File: config.mk
export PLATFORM = sky130hd
export DESIGN_NAME = branch_target_buffer
export DESIGN_NICKNAME = d
export VERILOG_FILES = /design/src/rtl/branch_target_buffer.sv
export SDC_FILE = /design/constraint.sdc
export NUM_CORES = 2
export LEC_CHECK = 0
export CAP_MARGIN = 10
export CORE_ASPECT_RATIO = 0.8
export CORE_MARGIN = 2
export CORE_UTILIZATION = 40
export CTS_CLUSTER_SIZE = 24
export DETAILED_ROUTE_END_ITERATION = 8
export MAX_ROUTING_LAYER = met4
export SLEW_MARGIN = 25
export SYNTH_ARGS = -nofsm -noshare
export SYNTH_HDL_FRONTEND = slang
export SYNTH_SLANG_ARGS = --single-unit
File: constraint.sdc
create_clock -name i_clk -period 40.2 [get_ports i_clk]
set_input_delay 8.04 -clock i_clk [delete_from_list [all_inputs] [get_ports i_clk]]
set_output_delay 8.04 -clock i_clk [all_outputs]
set_load 0.005 [all_outputs]
File: src/rtl/branch_target_buffer.sv
// Direct-mapped BTB with 2-bit counters driving next-PC; lookup is zero-latency, updates land on the next edge.
// There is no backpressure: a held PC simply repeats the lookup while the update port keeps training.
module branch_target_buffer #(
  parameter int ENTRIES = 16,
  parameter int IDX_W   = 4
) (
  input  logic        i_clk,
  input  logic        i_rst,
  input  logic [31:0] i_pc,
  input  logic        i_upd_valid,
  input  logic [31:0] i_upd_pc,
  input  logic        i_upd_taken,
  input  logic [31:0] i_upd_target,
  input  logic        i_redirect,
  input  logic [31:0] i_redirect_pc,
  output logic [31:0] o_next_pc,
  output logic        o_pred_taken,
  output logic        o_hit,
  output logic [15:0] o_mispred_cnt
);

  localparam int TAG_W = 32 - IDX_W - 2;

  logic             valid_q  [ENTRIES];
  logic [TAG_W-1:0] tag_q    [ENTRIES];
  logic [31:0]      target_q [ENTRIES];
  logic [1:0]       ctr_q    [ENTRIES];
  logic [15:0]      mispred_cnt_q;

  logic [IDX_W-1:0] lkp_idx;
  logic [TAG_W-1:0] lkp_tag;
  logic             lkp_hit;
  logic             lkp_taken;

  logic [IDX_W-1:0] upd_idx;
  logic [TAG_W-1:0] upd_tag;
  logic             upd_hit;

  // Byte-offset bits never take part in indexing or tagging.
  logic unused_pc_bits;
  assign unused_pc_bits = ^{i_pc[1:0], i_upd_pc[1:0]};

  assign lkp_idx = i_pc[IDX_W+1:2];
  assign lkp_tag = i_pc[31:IDX_W+2];
  assign upd_idx = i_upd_pc[IDX_W+1:2];
  assign upd_tag = i_upd_pc[31:IDX_W+2];

  assign lkp_hit   = valid_q[lkp_idx] && (tag_q[lkp_idx] == lkp_tag);
  assign lkp_taken = lkp_hit && ctr_q[lkp_idx][1];
  assign upd_hit   = valid_q[upd_idx] && (tag_q[upd_idx] == upd_tag);

  always_comb begin
    o_next_pc = i_pc + 32'd4;
    if (i_redirect) begin
      o_next_pc = i_redirect_pc;
    end else if (lkp_taken) begin
      o_next_pc = target_q[lkp_idx];
    end
  end

  assign o_hit         = lkp_hit;
  assign o_pred_taken  = lkp_taken;
  assign o_mispred_cnt = mispred_cnt_q;

  // Lookups see pre-edge state; a same-index update is visible only after this edge.
  always_ff @(posedge i_clk or posedge i_rst) begin
    if (i_rst) begin
      for (int i = 0; i < ENTRIES; i++) begin
        valid_q[i]  <= 1'b0;
        tag_q[i]    <= '0;
        target_q[i] <= '0;
        ctr_q[i]    <= 2'b01;
      end
    end else if (i_upd_valid) begin
      if (upd_hit) begin
        if (i_upd_taken) begin
          target_q[upd_idx] <= i_upd_target;
          if (ctr_q[upd_idx] != 2'b11) begin
            ctr_q[upd_idx] <= ctr_q[upd_idx] + 2'd1;
          end
        end else if (ctr_q[upd_idx] != 2'b00) begin
          ctr_q[upd_idx] <= ctr_q[upd_idx] - 2'd1;
        end
      end else if (i_upd_taken) begin
        valid_q[upd_idx]  <= 1'b1;
        tag_q[upd_idx]    <= upd_tag;
        target_q[upd_idx] <= i_upd_target;
        ctr_q[upd_idx]    <= 2'b10;
      end
    end
  end

  always_ff @(posedge i_clk or posedge i_rst) begin
    if (i_rst) begin
      mispred_cnt_q <= '0;
    end else if (i_redirect) begin
      mispred_cnt_q <= mispred_cnt_q + 16'd1;
    end
  end

endmodule

**Word-level counts from Yosys, hierarchy flattened**

Cells that the tools add are included.

- Muxes and demuxes: 40
- $add $sub $neg: 4
- Reduce and logical (&&, ||, !) cells: 10
- $lt $le $gt $ge: 3
- Eq/ne operators: 4
- Bitwise logic cells: 7

Operators with widths:

| kind | number |
|---|---|
| $bwmux 512 | 1 |
| $bwmux 416 | 1 |
| $mux 32 | 10 |
| $bmux 26 s4 | 2 |
| $mux 26 | 5 |
| $bmux 32 s4 | 1 |
| $demux 32 s4 | 1 |
| $demux 26 s4 | 1 |
| $bwmux 32 | 2 |
| $eq 26x26->1 | 2 |
| $add 32x3->32 const B | 1 |
| $or 16x16->16 | 2 |
| $add 16x1->16 const B | 1 |
| $and 16x16->16 | 1 |
| $bmux 2 s4 | 2 |
| $not 16->16 | 1 |
| $ge 5x5->1 const B | 2 |
| $mux 2 | 5 |
| $not 4->5 | 2 |
| $bmux 1 s4 | 2 |
| $demux 2 s4 | 1 |
| $reduce_bool 2->1 | 3 |
| $lt 5x1->1 const B | 1 |
| $mux 1 | 5 |
| 10 further kinds | 13 |

- Bits in registers: 992
- Input port bits: 133
- Output and inout bits: 50

**Longest topological paths before layout**

- Depth after elaboration: 9
- Depth in mapped cells: 18

**Worst setup path before layout**

OpenSTA, ideal clock, no wires.

- Path type: input to output
- From: input i_pc[3]
- To: output o_next_pc[10]
- Stages on the path: 12
- Data required time: 32.160 ns
- Buffers on the path: 4
- Data arrival time: 11.669 ns
- Setup slack: 20.491 ns
- Cell sequence: buf_2 > buf_1 > clkbuf_1 > mux4_2 > mux4_2 > xnor2_1 > nand4_1 > or4_1 > nor3b_2 > buf_2 > mux2_2 > mux2_2

- Word-level cells in the longest chain between the ends: 9
- Elaborated cells between the ends (all ways): 19
- Classes of those cells: add/sub (1); eq/ne (1); mux (14); bitwise (1); reduce/logical (2)

Ends and longest elaborated chain:

| element | line | RTL |
|---|---|---|
| start, declared | 9 | `input logic [31:0] i_pc,` |
| $not 4->5 (implied by the code) | 48, 49, 57 |  |
| $bmux 26 s4 | 48 | `assign lkp_hit = valid_q[lkp_idx] && (tag_q[lkp_idx] == lkp_tag);` |
| $mux 26 (implied by the code) (2 in series) | 48 |  |
| $eq 26x26->1 | 48 |  |
| $logic_and 1x1->1 | 48 |  |
| $logic_and 1x1->1 | 49 | `assign lkp_taken = lkp_hit && ctr_q[lkp_idx][1];` |
| $mux 32 (*) | 56 | `end else if (lkp_taken) begin` |
| $mux 32 (*) | 54 | `if (i_redirect) begin` |
| end, declared | 16 | `output logic [31:0] o_next_pc,` |

Mark *: on every way between the ends. The rest lies on a longest branch, timed or not. The select of a mux whose other input is x is not followed.

**Final worst setup path**

- From: input i_pc[2]
- To: output o_next_pc[31]

The elaborated chain is that of the path after synthesis.

==> metrics.yaml <==
status: "complete, no violations"
die_area_um2: 131000
maxSlewHeadroom_pct: 30.6
synth_top_area_cell: "dfrtp_1"
drive_gt1_share_pct: 45.5
grt.busiest_layer: "met2"
grt_pass1_wl_um: 218000
cts.clk_slew.worst_paths_ns: 0.06
cts_setup_buffers: 0
syn_to_final_growth_pct: 12.2
ys_seq_area_share_pct: 48.5
clock-sinks: 992
worst-slew-pin-transition_ns: 1.04
synthCells: 3384
gp_congestion: 0.844
power_mw: 2.86
setup_viol: 0
clk_latency_ns: 0.73
crit_fanout: 71
overflow: 0
tns_ns: 0
num_vias: 30600
timing.hold.ws_ns: 0.473
cts_tree: "done"
period_minus_slack_ns: 21.73
place_inst: 4970
synth_top_area_share_pct: 47.7
path_class: "input pin to primary output"
fillers: 11200
synthDistinctLibCells: 71
io_buffer_count: 180
max_cap_violations: 0
clock_skew_ns: 0.0506
grt_pass1_vias: 31300
placed_cell_area_um2: 53900
root_buffer: "clkbuf_16"
grt_antenna_before_repair: 8
core_um2: 127000
synth-edff-count: 0
gr-usage-all-layers_pct: 23.4
final_util_pct: 45.2
gr-usage-met1_pct: 32.7
maxSlewViolCount: 0
dieWidth_um: 404
cts_resized: 0
p_leak_nw: 24.7
ant_nets: 0
synth_ff_type: "dfrtp_1"
arrival_ns: 13.69
hold_viol: 0
initial_core_util_pct: 40.3
fin_cells: 5164
synth_fp_nets: 3521
hpwlAfterDp_um: 84500
die-height_um: 324
post_drt_wl_per_cell_um: 28.5
pre_cts_ws_ns: 18.38
synth_area_leaders: "dfrtp_1 (48%), mux2_2 (19%), mux4_2 (17%), mux2i_1 (2.4%), mux2_4 (2.1%)"
cts_buffer_depth: 3
synth.avg_cell_area_um2: 15.1
gr-usage-met2_pct: 34.3
setup_slack_ns: 18.47
ys_ff_latch: 992
grtUsageMet3_pct: 5.54
cp-end-kind: "primary output"
route.detailed.drc: 0
rsz0062_at_grt: "false"
startpoint_type: "input pin"
timing.final.crit_share_pct: 54.1
hold_buffers: 0
fmax_mhz: 46.0
final_nets: 3547
final_area_um2: 57500
power_density_nw_per_um2: 49.8
num_rows: 117
pin_count: 183
first_iter_violations: 2560
hp-class: "flip-flop to flip-flop"
grt_max_degree: 158
routed_wl_um: 147000
async_flop_share_pct: 100
numCtsBuffers: 102
vdd_ir_drop_max_v: 0.0000378
yosysWarnings: 0
htree_levels: 3
rrSetupSlack_ns: 35.26
vias_per_cell: 5.92
netlist_area_um2: 51200
crit_required_ns: 32.16
first_pass_iters: 5
[layout make-up]
type | instances | area [um^2] | area share [%]
Sequential cell | 992 | 24800 | 43.2
Multi-Input combinational cell | 2066 | 24700 | 43.0
Inverter | 15 | 63.8 | 0.111
Clock inverter | 29 | 457 | 0.794
Antenna cell | 8 | 20.0 | 0.0348
Timing Repair Buffer | 233 | 2280 | 3.97
Clock buffer | 155 | 3000 | 5.22
Tap cell | 1666 | 2080 | 3.63
[metal layers]
layer  share of wire [%]  wire, um  vias to the layer above
li1                    -         -                    12800
met1                  45     66100                    16600
met2                  45     66600                      941
met3                 7.3     10800                      229
met4                 2.5      3730                        0
met5                   0         0                        -
[report_power, final]
part | total, mW | switching, mW | internal (mW)
logic | 0.560 | 0.223 | 0.337
clock network | 0.991 | 0.423 | 0.568
registers | 1.31 | 0.119 | 1.19
[kinds of logic (layout without fill, tap and decap cells)]
| group | Yosys count | in the layout | synth area share, % |
|---|---|---|---|
| multiplexers | 1469 | 1469 | 40.8 |
| flip-flops | 992 | 992 | 48.5 |
| AND/OR/NAND/NOR | 358 | 358 | 3.69 |
| buffers and inverters | 326 | 432 | 3.46 |
| AO/OA/AOI/OAI | 142 | 142 | 1.91 |
| XOR/XNOR | 93 | 93 | 1.59 |
| adder cells (fa/ha/maj) | 4 | 4 | 0.0977 |
| other | 0 | 8 | 0 |
[worst paths after layout]
check	from	end	depth (start not counted)
setup reg to reg	tag_q[0]$_DFFE_PP0P_	tag_q[386]$_DFFE_PP0P_	8
hold reg to reg	target_q[197]$_DFFE_PP0P_	target_q[197]$_DFFE_PP0P_	2
min in group asynchronous	i_rst	target_q[471]$_DFFE_PP0P_	2
max in group asynchronous	i_rst	tag_q[129]$_DFFE_PP0P_	6
hold / removal	target_q[197]$_DFFE_PP0P_	target_q[197]$_DFFE_PP0P_	2
setup / recovery	i_pc[2]	o_next_pc[31]	12
[synth_stat cells (7+ instances only)]
master / count
xnor2_1: 62
clkbuf_1: 173
dfstp_2: 16
mux2i_1: 125
mux2_4: 72
nand3_1: 31
buf_12: 10
buf_1: 35
a22oi_1: 31
inv_1: 15
buf_6: 32
nand2b_1: 22
buf_4: 16
a22o_1: 7
mux4_2: 376
o22ai_1: 7
mux2_2: 858
nor4_1: 18
nand2_1: 151
nor3_1: 18
o21ai_0: 26
dfrtp_1: 976
nor2_1: 39
nand4_1: 18
mux2_1: 38
a21oi_1: 18
xor2_1: 31
o21ai_1: 9
nor2b_1: 11
buf_2: 42
[critical path, stage by stage]
cell	delay, ns
buf_8	0.58
buf_4	0.58
mux4_2	0.59
mux4_2	0.55
xnor2_1	0.28
nand4_1	0.12
or4_1	0.62
nor3b_4	0.56
buf_4	0.48
mux2_2	0.44
mux2_2	0.27
clkdlybuf4s50_1	0.44
[placed cells by master (no fill, tap or decap), types with 9 or more instances in the layout]
| cell type | n |
|---|---|
| a21oi_1 | 18 |
| a22oi_1 | 31 |
| buf_4 | 49 |
| clkbuf_1 | 29 |
| clkbuf_16 | 103 |
| clkbuf_8 | 24 |
| clkdlybuf4s50_1 | 171 |
| clkinv_2 | 13 |
| dfrtp_1 | 976 |
| dfstp_2 | 16 |
| inv_1 | 14 |
| mux2_1 | 38 |
| mux2_2 | 858 |
| mux2_4 | 72 |
| mux2i_1 | 125 |
| mux4_2 | 376 |
| nand2_1 | 146 |
| nand2b_1 | 21 |
| nand3_1 | 30 |
| nand4_1 | 18 |
| nor2_1 | 34 |
| nor2b_1 | 10 |
| nor3_1 | 10 |
| nor4_1 | 17 |
| o21ai_0 | 26 |
| o21ai_1 | 9 |
| xnor2_1 | 62 |
| xor2_1 | 31 |
[state kept, by name, indices dropped and copies added, names as in the netlist]
signal / count
valid_q: 16
target_q: 512
tag_q: 416
o_mispred_cnt: 16
ctr_q: 32
Note: power is estimated with default switching activity, not from simulation.
